--- src/rtl/dmem_access_ctrl_if.sv ---
// ---------------------------------------------------------------------------
// dmem_access_ctrl_if
// Bundles every signal between the data-memory access controller, the
// pipeline (EX/MEM register side) and the external data memory.
//   Pipeline side : mem_read, mem_write, alu_result, out2 (requests in)
//                   busy_wait, read_data_out, misaligned, err (status out)
//   Memory side   : mem_addr, mem_wdata, mem_be, mem_rd, mem_wr (requests out)
//                   mem_rdata, mem_ack (completion in)
// Modports:
//   slave  - the controller itself
//   master - the environment (pipeline + memory) that drives the controller
// ---------------------------------------------------------------------------
interface dmem_access_ctrl_if;
  logic [2:0]  mem_read;
  logic [2:0]  mem_write;
  logic [31:0] alu_result;
  logic [31:0] out2;
  logic        busy_wait;
  logic [31:0] read_data_out;
  logic        misaligned;
  logic        err;
  logic [29:0] mem_addr;
  logic [31:0] mem_wdata;
  logic [3:0]  mem_be;
  logic        mem_rd;
  logic        mem_wr;
  logic [31:0] mem_rdata;
  logic        mem_ack;

  modport slave (
    input  mem_read, mem_write, alu_result, out2, mem_rdata, mem_ack,
    output busy_wait, read_data_out, misaligned, err,
           mem_addr, mem_wdata, mem_be, mem_rd, mem_wr
  );

  modport master (
    output mem_read, mem_write, alu_result, out2, mem_rdata, mem_ack,
    input  busy_wait, read_data_out, misaligned, err,
           mem_addr, mem_wdata, mem_be, mem_rd, mem_wr
  );
endinterface

--- src/rtl/dmem_access_ctrl.sv ---
// ---------------------------------------------------------------------------
// dmem_access_ctrl
// Data-memory access controller for the MEM stage. Decodes load/store codes,
// rejects misaligned accesses, issues one registered read or write strobe to
// the memory, stalls the pipeline until the memory acknowledges (or a 255
// cycle timeout expires) and returns the byte/half/word load result with the
// proper sign or zero extension.
// Ports:
//   clk_i  - clock, all state changes on the rising edge
//   rst_i  - asynchronous active-high reset
//   bus    - dmem_access_ctrl_if.slave (pipeline request/status and memory bus)
// ---------------------------------------------------------------------------
module dmem_access_ctrl (
  input  logic              clk_i,
  input  logic              rst_i,
  dmem_access_ctrl_if.slave bus
);

  typedef enum logic [1:0] {
    S_IDLE = 2'd0,
    S_WAIT = 2'd1,
    S_DONE = 2'd2
  } state_e;

  localparam logic [2:0] LD_LB  = 3'd1;
  localparam logic [2:0] LD_LH  = 3'd2;
  localparam logic [2:0] LD_LW  = 3'd3;
  localparam logic [2:0] LD_LBU = 3'd4;
  localparam logic [2:0] LD_LHU = 3'd5;
  localparam logic [2:0] ST_SB  = 3'd1;
  localparam logic [2:0] ST_SH  = 3'd2;
  localparam logic [2:0] ST_SW  = 3'd3;

  // The counter is cleared on WAIT entry and stepped once per WAIT cycle, so
  // it reaches 255 at the edge that closes the 255th WAIT cycle.
  localparam logic [7:0] TIMEOUT_LAST = 8'd254;

  // Byte/half selection from the returned word followed by extension.
  function automatic logic [31:0] load_extend(
    input logic [2:0]  code,
    input logic [1:0]  off,
    input logic [31:0] word
  );
    logic [31:0] byte_sh;
    logic [31:0] half_sh;
    logic [7:0]  b;
    logic [15:0] h;
    byte_sh = word >> {off, 3'b000};
    half_sh = word >> {off[1], 4'b0000};
    b = byte_sh[7:0];
    h = half_sh[15:0];
    case (code)
      LD_LB:   load_extend = {{24{b[7]}}, b};
      LD_LH:   load_extend = {{16{h[15]}}, h};
      LD_LW:   load_extend = word;
      LD_LBU:  load_extend = {24'd0, b};
      LD_LHU:  load_extend = {16'd0, h};
      default: load_extend = 32'd0;
    endcase
  endfunction

  // Store data replicated onto every lane it could land in.
  function automatic logic [31:0] store_lanes(
    input logic [2:0]  code,
    input logic [31:0] data
  );
    case (code)
      ST_SB:   store_lanes = {4{data[7:0]}};
      ST_SH:   store_lanes = {2{data[15:0]}};
      ST_SW:   store_lanes = data;
      default: store_lanes = 32'd0;
    endcase
  endfunction

  // Byte enables for a store at the given byte offset.
  function automatic logic [3:0] store_be(
    input logic [2:0] code,
    input logic [1:0] off
  );
    case (code)
      ST_SB:   store_be = 4'b0001 << off;
      ST_SH:   store_be = off[1] ? 4'b1100 : 4'b0011;
      ST_SW:   store_be = 4'b1111;
      default: store_be = 4'b0000;
    endcase
  endfunction

  state_e      state_q, state_d;
  logic [7:0]  cnt_q, cnt_d;
  logic        mem_rd_q, mem_rd_d;
  logic        mem_wr_q, mem_wr_d;
  logic [29:0] addr_q, addr_d;
  logic [31:0] wdata_q, wdata_d;
  logic [3:0]  be_q, be_d;
  logic [2:0]  ld_code_q, ld_code_d;
  logic [1:0]  off_q, off_d;
  logic [31:0] rdata_q, rdata_d;
  logic        err_q, err_d;

  logic        st_valid;
  logic        ld_valid;
  logic        is_half;
  logic        is_word;
  logic        misaligned;
  logic        req_ok;
  logic        busy;

  // Request decode: a valid store masks any load presented alongside it.
  always_comb begin
    st_valid = 1'b0;
    ld_valid = 1'b0;
    is_half  = 1'b0;
    is_word  = 1'b0;
    case (bus.mem_write)
      ST_SB:   st_valid = 1'b1;
      ST_SH: begin
        st_valid = 1'b1;
        is_half  = 1'b1;
      end
      ST_SW: begin
        st_valid = 1'b1;
        is_word  = 1'b1;
      end
      default: st_valid = 1'b0;
    endcase
    if (!st_valid) begin
      case (bus.mem_read)
        LD_LB, LD_LBU: ld_valid = 1'b1;
        LD_LH, LD_LHU: begin
          ld_valid = 1'b1;
          is_half  = 1'b1;
        end
        LD_LW: begin
          ld_valid = 1'b1;
          is_word  = 1'b1;
        end
        default: ld_valid = 1'b0;
      endcase
    end else begin
      ld_valid = 1'b0;
    end
    misaligned = (is_half & bus.alu_result[0]) |
                 (is_word & (bus.alu_result[1:0] != 2'b00));
    req_ok     = (st_valid | ld_valid) & ~misaligned;
  end

  // Next-state and datapath update for the IDLE/WAIT/DONE access sequence.
  always_comb begin
    state_d   = state_q;
    cnt_d     = cnt_q;
    mem_rd_d  = mem_rd_q;
    mem_wr_d  = mem_wr_q;
    addr_d    = addr_q;
    wdata_d   = wdata_q;
    be_d      = be_q;
    ld_code_d = ld_code_q;
    off_d     = off_q;
    rdata_d   = rdata_q;
    err_d     = 1'b0;
    busy      = 1'b0;
    case (state_q)
      S_IDLE: begin
        if (req_ok) begin
          busy     = 1'b1;
          state_d  = S_WAIT;
          cnt_d    = 8'd0;
          mem_rd_d = ld_valid;
          mem_wr_d = st_valid;
          addr_d   = bus.alu_result[31:2];
          off_d    = bus.alu_result[1:0];
          if (st_valid) begin
            wdata_d   = store_lanes(bus.mem_write, bus.out2);
            be_d      = store_be(bus.mem_write, bus.alu_result[1:0]);
            ld_code_d = 3'd0;
          end else begin
            wdata_d   = 32'd0;
            be_d      = 4'b1111;
            ld_code_d = bus.mem_read;
          end
        end else begin
          state_d = S_IDLE;
        end
      end
      S_WAIT: begin
        busy = 1'b1;
        if (bus.mem_ack) begin
          state_d  = S_DONE;
          mem_rd_d = 1'b0;
          mem_wr_d = 1'b0;
          if (mem_rd_q) begin
            rdata_d = load_extend(ld_code_q, off_q, bus.mem_rdata);
          end else begin
            rdata_d = rdata_q;
          end
        end else if (cnt_q == TIMEOUT_LAST) begin
          // Give up: release the pipeline and flag the error in DONE.
          state_d  = S_DONE;
          cnt_d    = cnt_q + 8'd1;
          mem_rd_d = 1'b0;
          mem_wr_d = 1'b0;
          err_d    = 1'b1;
          if (mem_rd_q) begin
            rdata_d = 32'd0;
          end else begin
            rdata_d = rdata_q;
          end
        end else begin
          cnt_d = cnt_q + 8'd1;
        end
      end
      S_DONE: begin
        // The pipeline advances this cycle; the held request is not reissued.
        state_d = S_IDLE;
      end
      default: begin
        state_d = S_IDLE;
      end
    endcase
  end

  // State and registered-output storage with asynchronous reset.
  always_ff @(posedge clk_i or posedge rst_i) begin
    if (rst_i) begin
      state_q   <= S_IDLE;
      cnt_q     <= 8'd0;
      mem_rd_q  <= 1'b0;
      mem_wr_q  <= 1'b0;
      addr_q    <= 30'd0;
      wdata_q   <= 32'd0;
      be_q      <= 4'b0000;
      ld_code_q <= 3'd0;
      off_q     <= 2'd0;
      rdata_q   <= 32'd0;
      err_q     <= 1'b0;
    end else begin
      state_q   <= state_d;
      cnt_q     <= cnt_d;
      mem_rd_q  <= mem_rd_d;
      mem_wr_q  <= mem_wr_d;
      addr_q    <= addr_d;
      wdata_q   <= wdata_d;
      be_q      <= be_d;
      ld_code_q <= ld_code_d;
      off_q     <= off_d;
      rdata_q   <= rdata_d;
      err_q     <= err_d;
    end
  end

  // The stall is combinational so the pipeline freezes in the request cycle;
  // reset overrides it so nothing is accepted while reset is held.
  assign bus.busy_wait     = busy & ~rst_i;
  assign bus.misaligned    = misaligned;
  assign bus.read_data_out = rdata_q;
  assign bus.err           = err_q;
  assign bus.mem_addr      = addr_q;
  assign bus.mem_wdata     = wdata_q;
  assign bus.mem_be        = be_q;
  assign bus.mem_rd        = mem_rd_q;
  assign bus.mem_wr        = mem_wr_q;

endmodule

--- src/flat_wrapper.sv ---
// flat-port wrapper written by rule: the top's interface ports become plain ports
module dmem_access_ctrl_flat 
  (clk_i, rst_i, bus_mem_read, bus_mem_write, bus_alu_result, bus_out2, bus_mem_rdata, bus_mem_ack, bus_busy_wait, bus_read_data_out, bus_misaligned, bus_err, bus_mem_addr, bus_mem_wdata, bus_mem_be, bus_mem_rd, bus_mem_wr);
  dmem_access_ctrl_if bus_i ();
  input  logic clk_i;
  input  logic rst_i;
  input wire logic [$bits(bus_i.mem_read)-1:0] bus_mem_read;
  input wire logic [$bits(bus_i.mem_write)-1:0] bus_mem_write;
  input wire logic [$bits(bus_i.alu_result)-1:0] bus_alu_result;
  input wire logic [$bits(bus_i.out2)-1:0] bus_out2;
  input wire logic [$bits(bus_i.mem_rdata)-1:0] bus_mem_rdata;
  input wire logic [$bits(bus_i.mem_ack)-1:0] bus_mem_ack;
  output wire logic [$bits(bus_i.busy_wait)-1:0] bus_busy_wait;
  output wire logic [$bits(bus_i.read_data_out)-1:0] bus_read_data_out;
  output wire logic [$bits(bus_i.misaligned)-1:0] bus_misaligned;
  output wire logic [$bits(bus_i.err)-1:0] bus_err;
  output wire logic [$bits(bus_i.mem_addr)-1:0] bus_mem_addr;
  output wire logic [$bits(bus_i.mem_wdata)-1:0] bus_mem_wdata;
  output wire logic [$bits(bus_i.mem_be)-1:0] bus_mem_be;
  output wire logic [$bits(bus_i.mem_rd)-1:0] bus_mem_rd;
  output wire logic [$bits(bus_i.mem_wr)-1:0] bus_mem_wr;
  assign bus_i.mem_read = bus_mem_read;
  assign bus_i.mem_write = bus_mem_write;
  assign bus_i.alu_result = bus_alu_result;
  assign bus_i.out2 = bus_out2;
  assign bus_i.mem_rdata = bus_mem_rdata;
  assign bus_i.mem_ack = bus_mem_ack;
  assign bus_busy_wait = bus_i.busy_wait;
  assign bus_read_data_out = bus_i.read_data_out;
  assign bus_misaligned = bus_i.misaligned;
  assign bus_err = bus_i.err;
  assign bus_mem_addr = bus_i.mem_addr;
  assign bus_mem_wdata = bus_i.mem_wdata;
  assign bus_mem_be = bus_i.mem_be;
  assign bus_mem_rd = bus_i.mem_rd;
  assign bus_mem_wr = bus_i.mem_wr;
  dmem_access_ctrl u_core (.clk_i(clk_i), .rst_i(rst_i), .bus(bus_i));
endmodule
--- config.mk ---
export PLATFORM = sky130hd
export DESIGN_NAME = dmem_access_ctrl_flat
export DESIGN_NICKNAME = d
export VERILOG_FILES = /design/src/rtl/dmem_access_ctrl_if.sv /design/src/rtl/dmem_access_ctrl.sv /design/src/flat_wrapper.sv
export SDC_FILE = /design/constraint.sdc
export NUM_CORES = 1
export LEC_CHECK = 0
export CAP_MARGIN = 0
export CORE_ASPECT_RATIO = 1.75
export CORE_UTILIZATION = 40
export CTS_CLUSTER_DIAMETER = 60
export CTS_CLUSTER_SIZE = 16
export DETAILED_ROUTE_END_ITERATION = 12
export PLACE_DENSITY = 0.73
export REMOVE_ABC_BUFFERS = 1
export SLEW_MARGIN = 10
export SYNTH_ARGS = -nofsm -noshare
export SYNTH_HDL_FRONTEND = slang
export SYNTH_SLANG_ARGS = --single-unit
--- constraint.sdc ---
create_clock -name clk_i -period 4.1 [get_ports clk_i]
set_input_delay 0.82 -clock clk_i [delete_from_list [all_inputs] [get_ports clk_i]]
set_output_delay 0.82 -clock clk_i [all_outputs]
set_load 0.005 [all_outputs]
==> reports/qor.yml <==
num_rows: 56
clkSinkCount: 116
gr-usage-all-layers: 0.235
synth_area_per_cell_um2: 10.7
rr_startpoint: "u_core.off_q[1]$_DFFE_PP0P_"
vias: 4884
first_global_vias: 5034
cap_violations: 0
wl_mm: 16.5
synthArstFlopShare: 1.00
path_clk_slew_ns: 0.05
start_util: 0.410
status: "completed"
drive_above_1_share: 0.129
grt_max_degree: 67
yosys-top-cells-count: "dfrtp_1 (116), nand2_1 (78), mux2_2 (45)"
gp_congestion: 0.868
wire_per_inst_um: 18.2
die_y_um: 157
r2r-end: "u_core.bus.read_data_out[25]$_DFFE_PP0P_"
dieArea_mm2: 0.0143
r2r_cells: 5
setup_viol: 0
cts_resized: 0
drc: 0
slowest_stage: "clkdlybuf4s50_1"
fin_crit_ns: 3.83
yosysMostFrequentCell: "dfrtp_1"
n_antenna_cell: 0
powerDensity_mw_per_mm2: 660
grt_setup_unrepaired: "no"
ant_nets: 0
drv_slew: 0
ctsRootBufferMaster: "clkbuf_16"
tns_ns: 0
synth_top_area_share: 0.526
worstSetupEndpointType: "primary output"
max_stage_delay_ns: 0.54
cp_max_fo: 8
synth_top_cell_by_area: "dfrtp_1"
synth_edf_count: 0
cts_buffer_depth: 2
drt_pass1_iterations: 4
syn_inst: 514
ys_top_cells_by_area: "dfrtp_1 (53%), mux2_2 (9.2%), nand2_1 (5.3%)"
dr.first_iter.drc_count: 222
hp-class: "reg -> reg"
reg2reg_slack_ns: 1.54
relSlewSlack: 0.297
syn_to_final_growth_pct: 51.6
dp_hpwl_mm: 12.2
worstSetupStartpointType: "input pin"
cts_setup_buffers: 0
fin_skew_ns: 0.0165
cts_hold_buf: 0
fin_hold_ws_ns: 0.476
hold_viol: 0
io_buffers: 207
max_freq_mhz: 261
finalCritPeriodShare: 0.935
worstSetupPathType: "in -> out"
worst_slew_pin_slew_ns: 1.05
synth.yosys.warnings: 0
grt_remaining_overflow: 0
pre_cts_ws_ns: 0.239
viasPerCell: 5.40
grt_pass1_wl_mm: 26.1
yosys_most_used_dff: "dfrtp_1"
fp.dieW_um: 90.8
layout.nets: 824
totalPowerFinal_uw: 5520
ys_seq_area_frac: 0.526
core_area_mm2: 0.0135
netlist_area_mm2: 0.00552
path_cells: "clkdlybuf4s50_1 -> nor2b_1 -> o311ai_4 -> o21ai_0 -> nor2b_1 -> o21a_1 -> clkdlybuf4s50_1"
cp.arrival_ns: 3.01
ys_types: 48
htree_levels: 4
hold_end: "u_core.bus.mem_wdata[14]$_DFFE_PP0P_"
crit_start: "bus_mem_write[1]"
numCtsBuffers: 17
hold_path_depth: 2
worstHoldStart: "u_core.bus.mem_wdata[14]$_DFFE_PP0P_"
ys_ff_latch: 116
clk_latency_ns: 0.41
ioPinCount: 208
antenna_found_initial: 0
cp_data_required_time_ns: 3.28
power.leakage_uw: 0.00353
tritoncts: "built"
vdd_drop_max_mv: 0.317
postLayoutSetupSlackWorst_ns: 0.266
registers in the layout (all words and copies together) (netlist names), 2 cells and up:
register                  cells
u_core.state_q                2
u_core.bus.mem_addr          30
u_core.off_q                  2
u_core.bus.read_data_out     32
u_core.bus.mem_wdata         32
u_core.cnt_q                  8
u_core.bus.mem_be             4
u_core.ld_code_q              3
metal layers:
metal	wire, µm	GRT usage	share of wire
met1	6130	0.251	0.37
met2	8960	0.439	0.54
met3	929	0.0546	0.056
met4	469	0.103	0.028
met5	0	0	0
logic make-up after synthesis:
kind of cell,share of synthesized area
AO/OA/AOI/OAI,0.183
multiplexers,0.118
AND/OR/NAND/NOR,0.112
buffers and inverters,0.0422
XOR/XNOR,0.0111
adder cells (fa/ha/maj),0.00635
flip-flops,0.526
cell usage in the layout (no fill, tap or decap), types with 13 or more instances in the layout:
| master | netlist | final |
|---|---|---|
| o21ai_0 | 39 | 39 |
| clkbuf_16 | 0 | 17 |
| a221o_1 | 16 | 16 |
| inv_1 | 15 | 14 |
| o31ai_1 | 18 | 18 |
| nor2_1 | 20 | 20 |
| mux2_2 | 45 | 45 |
| a22oi_1 | 25 | 25 |
| dfrtp_1 | 116 | 116 |
| clkdlybuf4s50_1 | 0 | 207 |
| nand2_1 | 78 | 78 |
| buf_4 | 0 | 13 |
per-stage QoR:
stage | cell area (µm²) | util | instances
detailed placement | 7760 | 0.577 | 872
finish | 8360 | 0.622 | 904
global placement | 7760 | 0.577 | 872
floorplan | 5340 | - | 477
CTS | 8360 | 0.622 | 904
global route | 8360 | 0.622 | 904
report_power, final:
part	leakage, µW	internal (µW)	switching (µW)
registers	0.00149	1590	323
clock network	0.000287	973	530
logic	0.00176	1260	842
total	0.00353	3830	1700
layout make-up:
class                      instances  area, µm²
clock buffer                      20        447
clock inverter                    12        154
timing repair buffer             221       2190
inverter                          15       58.8
multi-input combinational        346       2390
sequential                       116       2900
fill                            1125       5090
tap                              174        218
worst max path at each step:
stage | cells past startpoint | endpoint | slack, ns
after floorplan | 4 | u_core.bus.mem_addr[0]$_DFFE_PP0P_ | -0.43
after global placement | 7 | bus_busy_wait | 0.33
after detailed placement | 7 | bus_busy_wait | 0.24
after CTS | 7 | bus_busy_wait | 0.24
after global routing | 7 | bus_busy_wait | 0.12
final | 7 | bus_busy_wait | 0.27
critical path: cells and delay by family:
family	cells	cell delay [ns]
and+or+nand+nor	2	0.48
AOI/OAI and AO/OA	3	0.68
buffers and inverters	2	1.03
Power figures use the tool's default switching activity.
